### config.mk
export PLATFORM = sky130hd
export DESIGN_NAME = axis_traffic_gen
export DESIGN_NICKNAME = d
export VERILOG_FILES = /design/src/rtl/noc_tg_pkg.sv /design/src/rtl/lfsr16.sv /design/src/rtl/axis_traffic_gen.sv
export SDC_FILE = /design/constraint.sdc
export NUM_CORES = 1
export LEC_CHECK = 0
export ABC_AREA = 1
export CORE_UTILIZATION = 45
export CTS_CLUSTER_SIZE = 28
export DETAILED_ROUTE_END_ITERATION = 12
export HOLD_SLACK_MARGIN = 0.06
export PLACE_DENSITY = 0.72
export RECOVER_POWER = 50
export SLEW_MARGIN = 30
export SYNTH_ARGS = -nofsm -noshare
export SYNTH_HDL_FRONTEND = slang
export SYNTH_SLANG_ARGS = --single-unit
export TNS_END_PERCENT = 50
### constraint.sdc
create_clock -name clk_usr -period 2.4 [get_ports clk_usr]
set_input_delay 0.36 -clock clk_usr [delete_from_list [all_inputs] [get_ports clk_usr]]
set_output_delay 0.36 -clock clk_usr [all_outputs]
set_load 0.01 [all_outputs]
### src/rtl/noc_tg_pkg.sv
// Shared types and constants for the AXI-Stream traffic generator.
// Field offsets describe the self-describing payload seen by downstream checkers.
package noc_tg_pkg;

   typedef enum logic [2:0] {
      ST_IDLE,
      ST_LOAD,
      ST_SEND,
      ST_GAP,
      ST_DONE
   } tg_state_e;

   localparam int SEQ_LSB = 48;
   localparam int SEQ_W   = 16;
   localparam int IDX_LSB = 40;
   localparam int IDX_W   = 8;
   localparam int SRC_LSB = 32;
   localparam int SRC_W   = 8;
   localparam int TS_LSB  = 0;
   localparam int TS_W    = 32;

   // Fibonacci taps 16,14,13,11 expressed on a right-shifting register (bits 0,2,3,5).
   localparam logic [15:0] LFSR_TAP_MASK     = 16'h002D;
   localparam logic [15:0] LFSR_DEFAULT_SEED = 16'hACE1;

endpackage

### src/rtl/lfsr16.sv
// 16-bit Fibonacci LFSR that advances one step per cycle while step is high.
// The seed must be nonzero; the all-zero state is a lock-up state.
module lfsr16
   import noc_tg_pkg::*;
#(
   parameter logic [15:0] SEED = LFSR_DEFAULT_SEED
) (
   input  logic        clk,
   input  logic        rst_n,
   input  logic        step,
   output logic [15:0] state
);

   always_ff @(posedge clk or negedge rst_n) begin
      if (!rst_n) begin
         state <= SEED;
      end else if (step) begin
         state <= {^(state & LFSR_TAP_MASK), state[15:1]};
      end
   end

endmodule

### src/rtl/axis_traffic_gen.sv
// Synthetic AXI-Stream packet source with fixed or LFSR destinations,
// inter-packet gaps and payloads carrying seq/index/source/timestamp.
//
// state | meaning
// IDLE  | waiting for enable; run settings latched on exit
// LOAD  | pick destination, capture timestamp, step LFSR
// SEND  | presenting flits, tvalid high
// GAP   | idle cycles after a packet, tvalid low
// DONE  | run finished, done high until enable drops
module axis_traffic_gen
   import noc_tg_pkg::*;
#(
   parameter int          TDATA_WIDTH       = 64,
   parameter int          TDEST_WIDTH       = 4,
   parameter int          TID_WIDTH         = 2,
   parameter int          NOC_NUM_ENDPOINTS = 16,
   parameter int          SRC_ID            = 0,
   parameter int          MAX_PKT_LEN       = 16,
   parameter logic [15:0] LFSR_SEED         = 16'hACE1,
   localparam int         LEN_W             = $clog2(MAX_PKT_LEN + 1)
) (
   input  logic                   clk_usr,
   input  logic                   rst_n,
   input  logic                   enable,
   input  logic [15:0]            num_packets,
   input  logic [LEN_W-1:0]       pkt_len,
   input  logic                   rand_dest,
   input  logic [TDEST_WIDTH-1:0] fixed_dest,
   input  logic [7:0]             gap_cycles,
   output logic                   axis_out_tvalid,
   input  logic                   axis_out_tready,
   output logic [TDATA_WIDTH-1:0] axis_out_tdata,
   output logic                   axis_out_tlast,
   output logic [TID_WIDTH-1:0]   axis_out_tid,
   output logic [TDEST_WIDTH-1:0] axis_out_tdest,
   output logic                   busy,
   output logic                   done,
   output logic [15:0]            pkts_sent,
   output logic [31:0]            stall_cycles
);

   localparam int DEST_IDX_W = $clog2(NOC_NUM_ENDPOINTS);

   tg_state_e              state;
   logic [15:0]            num_q;
   logic [LEN_W-1:0]       len_q;
   logic                   rand_q;
   logic [TDEST_WIDTH-1:0] fixed_q;
   logic [7:0]             gap_q;
   logic [7:0]             gap_cnt;
   logic [15:0]            seq;
   logic [LEN_W-1:0]       idx;
   logic [31:0]            ts_q;
   logic [31:0]            cycle_cnt;
   logic [TDEST_WIDTH-1:0] dest_q;
   logic                   tvalid_q;
   logic                   done_q;
   logic [15:0]            lfsr_q;
   logic [LEN_W-1:0]       len_clamped;
   logic [TDEST_WIDTH-1:0] rnd_dest;
   logic                   last_flit;
   logic                   hs;
   logic                   unused_lfsr;

   lfsr16 #(.SEED(LFSR_SEED)) u_lfsr (
      .clk   (clk_usr),
      .rst_n (rst_n),
      .step  (state == ST_LOAD),
      .state (lfsr_q)
   );

   assign unused_lfsr = ^lfsr_q[15:DEST_IDX_W];

   always_comb begin
      len_clamped = pkt_len;
      if (pkt_len == '0) begin
         len_clamped = LEN_W'(1);
      end else if (pkt_len > LEN_W'(MAX_PKT_LEN)) begin
         len_clamped = LEN_W'(MAX_PKT_LEN);
      end
   end

   // Never target ourselves: bump to the next endpoint, wrapping within the endpoint range.
   always_comb begin
      rnd_dest = '0;
      rnd_dest[DEST_IDX_W-1:0] = lfsr_q[DEST_IDX_W-1:0];
      if (rnd_dest == TDEST_WIDTH'(SRC_ID)) begin
         rnd_dest[DEST_IDX_W-1:0] = lfsr_q[DEST_IDX_W-1:0] + 1'b1;
      end
   end

   assign last_flit = (idx == len_q - 1'b1);
   assign hs        = tvalid_q & axis_out_tready;

   always_ff @(posedge clk_usr or negedge rst_n) begin
      if (!rst_n) begin
         cycle_cnt <= '0;
      end else begin
         cycle_cnt <= cycle_cnt + 32'd1;
      end
   end

   always_ff @(posedge clk_usr or negedge rst_n) begin
      if (!rst_n) begin
         state        <= ST_IDLE;
         num_q        <= '0;
         len_q        <= '0;
         rand_q       <= 1'b0;
         fixed_q      <= '0;
         gap_q        <= '0;
         gap_cnt      <= '0;
         seq          <= '0;
         idx          <= '0;
         ts_q         <= '0;
         dest_q       <= '0;
         tvalid_q     <= 1'b0;
         done_q       <= 1'b0;
         pkts_sent    <= '0;
         stall_cycles <= '0;
      end else begin
         case (state)
            ST_IDLE: begin
               if (enable) begin
                  num_q        <= num_packets;
                  len_q        <= len_clamped;
                  rand_q       <= rand_dest;
                  fixed_q      <= fixed_dest;
                  gap_q        <= gap_cycles;
                  pkts_sent    <= '0;
                  stall_cycles <= '0;
                  seq          <= '0;
                  if (num_packets == '0) begin
                     state  <= ST_DONE;
                     done_q <= 1'b1;
                  end else begin
                     state <= ST_LOAD;
                  end
               end
            end
            ST_LOAD: begin
               dest_q   <= rand_q ? rnd_dest : fixed_q;
               ts_q     <= cycle_cnt;
               idx      <= '0;
               tvalid_q <= 1'b1;
               state    <= ST_SEND;
            end
            ST_SEND: begin
               if (!axis_out_tready && stall_cycles != '1) begin
                  stall_cycles <= stall_cycles + 32'd1;
               end
               if (hs) begin
                  if (!last_flit) begin
                     idx <= idx + 1'b1;
                  end else begin
                     pkts_sent <= pkts_sent + 16'd1;
                     seq       <= seq + 16'd1;
                     tvalid_q  <= 1'b0;
                     if (pkts_sent + 16'd1 == num_q) begin
                        state  <= ST_DONE;
                        done_q <= 1'b1;
                     end else if (!enable) begin
                        state <= ST_IDLE;
                     end else if (gap_q != '0) begin
                        gap_cnt <= gap_q;
                        state   <= ST_GAP;
                     end else begin
                        state <= ST_LOAD;
                     end
                  end
               end
            end
            ST_GAP: begin
               if (gap_cnt == 8'd1) begin
                  state <= enable ? ST_LOAD : ST_IDLE;
               end else begin
                  gap_cnt <= gap_cnt - 8'd1;
               end
            end
            ST_DONE: begin
               if (!enable) begin
                  state  <= ST_IDLE;
                  done_q <= 1'b0;
               end
            end
            default: state <= ST_IDLE;
         endcase
      end
   end

   always_comb begin
      axis_out_tdata = '0;
      if (tvalid_q) begin
         axis_out_tdata[SEQ_LSB +: SEQ_W] = seq;
         axis_out_tdata[IDX_LSB +: IDX_W] = IDX_W'(idx);
         axis_out_tdata[SRC_LSB +: SRC_W] = SRC_W'(SRC_ID);
         axis_out_tdata[TS_LSB +: TS_W]   = ts_q;
      end
   end

   assign axis_out_tvalid = tvalid_q;
   assign axis_out_tlast  = tvalid_q & last_flit;
   assign axis_out_tid    = tvalid_q ? seq[TID_WIDTH-1:0] : '0;
   assign axis_out_tdest  = tvalid_q ? dest_q : '0;
   assign busy            = (state != ST_IDLE) && (state != ST_DONE);
   assign done            = done_q;

endmodule

; ---- Yosys cells after proc, flatten, opt, wreduce, memory -nomap -nowiden
; Cells that the tools add are included.
[totals]
register_bits = 200
inputBits = 38
out_inout_bits = 122
word_cells = 120
[op_classes]
add_sub_neg = 8
order_cmp = 1
eq_ne = 22
mux = 48
bitwise = 2
n_reduce_logical = 22
[ops]
columns = cell, count
row1 = 16-bit 2-to-1 mux, 5
row2 = "32-bit by 1-bit adder with 32-bit output, second input constant", 2
row3 = 32-bit 2-to-1 mux, 2
row4 = 64-bit 2-to-1 mux, 1
row5 = 16-bit one-hot mux with 2 select lines, 2
row6 = 32-bit one-hot mux with 2 select lines, 1
row7 = 8-bit 2-to-1 mux, 6
row8 = "16-bit by 1-bit adder with 16-bit output, second input constant", 2
row9 = "32-bit inequality test, second input constant", 1
row10 = "2-bit inequality test, second input constant", 13
row11 = 3-bit 2-to-1 mux, 7
row12 = 5-bit 2-to-1 mux, 4
row13 = 16-bit == test, 1
row14 = 16-bit zero test, 1
row15 = 8-bit one-hot mux with 2 select lines, 1
row16 = 16-bit parity, 1
row17 = 3-bit one-hot mux with 5 select lines, 1
row18 = 7-bit AND reduction, 2
row19 = 4-bit 2-to-1 mux, 3
row20 = 5-bit one-hot mux with 2 select lines, 1
row21 = 1-bit 2-to-1 mux, 9
row22 = 3-bit AND reduction, 3
row23 = "8-bit by 1-bit == test with 1-bit output, second input constant", 1
row24 = 8-bit nonzero test, 1
row25 = 24 further kinds, 32

; ---- Logic depth before layout (Yosys ltp)
[logic_depth]
depth_word = 7
mapped_depth = 15
mapped_depth_nobuf = 15

; ---- Hierarchy
; From an unflattened synthesis, not the netlist that was laid out.
[unflattened]
hier_cells = 1516
area_unflattened_um2 = 11222.0
[modules_own_cells]
columns = module, instances, cells_per_inst, area_per_inst_um2, seq_area_each_um2
row1 = axis_traffic_gen, 1, 1437, 10528.8, 4604.4
row2 = lfsr16, 1, 79, 693.2, 410.4

; ---- Least setup slack after synthesis
; No wires, ideal clock.
[synth_timing]
kind = reg2reg
start = register pkts_sent[0]
end = register gap_cnt[2]
setup_time_ns = 0.065
t_arrival_ns = 1.911
required_ns = 2.335
slack_ns = 0.424
path_stages_with_launch = 14
path_buffers = 0
period_less_slack_ns = 1.976
path_cell_list = dfrtp_1 -> ha_1 -> or2_2 -> nand3b_1 -> nand3_1 -> nor2_1 -> nand3_1 -> nor2_2 -> nand2_1 -> nor2_2 -> nand3_4 -> nand2_4 -> nand2_1 -> nand2_1
[synth_between]
elab_chain_len = 4
[synth_rtl]
columns = element, line
row1 = start: declaration, axis_traffic_gen.sv:38  ; output logic [15:0] pkts_sent,
row2 = start signal: assignment, axis_traffic_gen.sv:155  ; pkts_sent <= pkts_sent + 16'd1;
row3 = 16-bit by 1-bit adder with 16-bit output, axis_traffic_gen.sv:158  ; if (pkts_sent + 16'd1 == num_q) begin
row4 = 16-bit == test, axis_traffic_gen.sv:158
row5 = 2-bit inequality test (no line), --
row6 = 7-bit AND reduction (no line), --
row7 = end signal: assignment, axis_traffic_gen.sv:164  ; gap_cnt <= gap_q;
row8 = end signal: assignment, axis_traffic_gen.sv:176  ; gap_cnt <= gap_cnt - 8'd1;
row9 = end: declaration, axis_traffic_gen.sv:50  ; logic [7:0] gap_cnt;
; No other way between the ends.
; A chain may end at the register's enable or synchronous reset.

; ---- Worst setup path in the final report
[layout_timing]
start = register len_q[1]
end = output axis_out_tlast
[layout_between]
elab_chain_len = 3
[layout_rtl]
columns = element, line
row1 = start: declaration, axis_traffic_gen.sv:46  ; logic [LEN_W-1:0] len_q;
row2 = start signal: assignment, axis_traffic_gen.sv:125  ; len_q <= len_clamped;
row3 = 5-bit by 1-bit subtractor with 5-bit output, axis_traffic_gen.sv:92  ; assign last_flit = (idx == len_q - 1'b1);
row4 = 5-bit == test, axis_traffic_gen.sv:92
row5 = 1-bit bitwise AND, axis_traffic_gen.sv:201  ; assign axis_out_tlast = tvalid_q & last_flit;
row6 = end: declaration, axis_traffic_gen.sv:33  ; output logic axis_out_tlast,
; No other way between the ends.

==> reports/metrics.cfg <==
[run_status]
status=completed

[grt]
grt_pass1_vias=9076
grtUsageTotal_pct=22.6
antenna_found_initial=0
grt_pass1_wl_microns=44700
grt_max_degree=80
grt-ovfl-total=0

[floorplan]
fp.dieH_microns=158
die-area_sq_mm=0.0251
die_w_microns=158
io_pins=160
start_util_pct=46.4
coreArea_sq_mm=0.0237
num_rows=56

[job]
drv_cap=0

[drt]
ant_nets=0
routedWlPerCell_microns=14.2
drt_iter0_drc=602
num_vias=9776
drc=0
avgViaCountPerCell=5.07
routed_wl_microns=27300
firstDrtPassIters=5

[yosys]
synthXorXnorAreaFrac_pct=5.26
synthFlopType=dfrtp_1
synth_mux_area_share_pct=0
yosys.area_share.simple_pct=29.7
synth_area_leaders=dfrtp_1 (44%), nand2_1 (15%), inv_1 (6.9%)
synth-warning-count=0
synth_edf_count=0
ys_types=49
synth_area_leader_cell=dfrtp_1
synthArstFlopShare_pct=100
synth_compound_area_share_pct=8.46
synth_top_family_by_area=simple AND/OR/NAND/NOR gates
synth-seq-cells=200
netlist_instances=1434
syn_area_sq_mm=0.0110
avgSynthCellArea_sq_um=7.67
netlist.area_leader.share_pct=43.7
synth_fa_ha_area_share_pct=1.25
yosysSeqAreaShare_pct=45.6

[timing]
slew_headroom_pct=20.6
setup_slack_ps=71.8
final_max_slew_viol_count=0
finalCritPeriodShare_pct=97.0
fin_worst_skew_ps=21.6
period_needed_ps=2330
worst_pin_slew_ps=1190
max_freq_mhz=430
setup_violations=0
hold_viol_final=0
rsz0062_at_grt=yes

[worst_setup_path]
timing.rr.start=stall_cycles[1]
worst_ep_required_time_ps=2040
reg2reg_slack_ps=150
worst_setup_path_end_kind=primary output
worstPathArrival_ps=1970
worstPathMaxFanout=2
r2r-end=stall_cycles[24]
rr_worst_depth=12
start_kind=flip-flop
crit_end=axis_out_tlast
startpoint=len_q[1]
crit_type=reg2out

[min_path]
min_path_type=in2reg

[clock_network]
clock-sinks=200
h-tree-depth=4
path_clk_slew_ps=90
cts_buffer_depth=2
cts_buffers=17
cts_root_buf=clkbuf_16
clk_latency_ps=450
cts_tree=done

[layout]
nets=1645
drive_above_1_share_pct=7.64
fillers=2233
syn_to_final_growth_pct=22.7
diodes=0
post-route-util_pct=56.9

[power_and_ir_drop]
p_total_uw=10300
p_leak_uw=0.00637
ir_worst_vdd_mv=0.483
power_density_mw_per_mm2=767

[place]
dp.final_hpwl_microns=20000
place_ws_ps=42.2
io_buffers=148
gp_congestion=0.916

cell usage after synthesis (2+ instances only):
library cell	instances
a21oi_1	20
a2bb2oi_1	2
a31oi_1	5
buf_1	5
buf_2	6
buf_4	14
buf_6	3
clkbuf_1	25
dfrtp_1	192
dfstp_2	8
ha_1	11
inv_1	203
inv_2	5
nand2_1	435
nand2_2	9
nand3_1	81
nand3_2	4
nand3b_1	5
nand4_1	33
nor2_1	85
nor2_2	11
nor2_4	5
nor3_1	27
nor3_2	5
nor3_4	2
nor4_1	15
o21ai_0	98
o21ai_1	3
o22ai_1	11
o31ai_1	22
or4_1	2
xnor2_1	10
xor2_1	56
worst min-delay path by stage:
stage                               start              end  slack, ps  cells past startpoint
after floorplan                     rst_n  axis_out_tvalid         60                      0
after detailed placement            rst_n     cycle_cnt[5]        410                      1
after global placement              rst_n     cycle_cnt[8]        400                      1
after global routing      u_lfsr.state[6]  u_lfsr.state[6]        480                      2
final                       gap_cycles[1]         gap_q[1]        460                      3
after CTS                   gap_cycles[0]         gap_q[0]        450                      3
worst max-delay path, stage by stage (launching register included):
cell	delay [ps]
dfrtp_1	390
inv_2	80
ha_4	200
xnor2_1	110
a21oi_1	110
o21ai_1	70
nor2_1	140
nand2_1	100
nor2_2	150
buf_2	160
flip-flops by register name, summed over array words and instances (netlist names), 3 cells and up:
| name | flops |
|---|---|
| cycle_cnt | 32 |
| stall_cycles | 32 |
| ts_q | 32 |
| num_q | 16 |
| pkts_sent | 16 |
| seq | 16 |
| u_lfsr.state | 16 |
| gap_cnt | 8 |
| gap_q | 8 |
| idx | 5 |
| len_q | 5 |
| dest_q | 4 |
| fixed_q | 4 |
| state | 3 |
metal layers:
layer	part of all wire, %	global-route usage (%)	up-vias
met5	0	0	-
met4	1.3	5.59	0
met3	5.9	3.57	28
met2	47	36.8	298
met1	46	31.4	4591
li1	-	-	4859
cell families (layout without fill, tap and decap cells):
group,Yosys count,after routing
xor+xnor,66,66
simple gates,729,730
buf+inv,261,425
other cells,1,11
flops,200,200
fa+ha+maj,11,11
compound gates,166,166
area by class of cell:
class | instances | area (sq um) | area share (%)
Timing Repair Buffer | 185 | 1750 | 13.0
Inverter | 208 | 783 | 5.81
Sequential cell | 200 | 5020 | 37.2
Clock inverter | 14 | 138 | 1.02
Clock buffer | 18 | 429 | 3.18
Tap cell | 319 | 399 | 2.96
Multi-Input combinational cell | 984 | 4970 | 36.8
through the flow:
stage | hold WS [ps] | setup TNS [ps] | instances | instance area, sq um
floorplan | 64.4 | 0 | 1444 | 11000
global placement | 402 | 0 | 1889 | 12900
detailed placement | 405 | 0 | 1889 | 12900
CTS | 449 | -3.22 | 1922 | 13500
global route | 476 | -232 | 1928 | 13500
finish | 455 | 0 | 1928 | 13500
cell usage in the layout (no fill, tap or decap), types with 11 or more instances in the layout:
cell type | synthesis | layout
nand2_1 | 435 | 436
inv_1 | 203 | 201
dfrtp_1 | 192 | 191
clkdlybuf4s50_1 | 0 | 143
o21ai_0 | 98 | 97
nor2_1 | 85 | 85
nand3_1 | 81 | 83
xor2_1 | 56 | 56
nand4_1 | 33 | 33
nor3_1 | 27 | 29
buf_4 | 14 | 28
o31ai_1 | 22 | 22
a21oi_1 | 20 | 20
clkbuf_16 | 0 | 17
nor4_1 | 15 | 15
o22ai_1 | 11 | 11
conb_1 | 1 | 11
what timing repair did:
item                       in CTS  in global routing
buffers inserted                0                  5
gates resized for setup         6                  9
setup endpoints to repair      18                 47
hold endpoints to repair       57                  0
hold buffers                    1                  0
pin swaps                       1                  6
gates cloned                    0                  1
where the power goes:
part	leakage [uW]	switching, uW	internal (uW)
Combinational	0.00344	2140	1240
Sequential	0.00266	325	3840
Clock	0.000271	1420	1380
No activity file was read; power rests on OpenSTA's default activity.
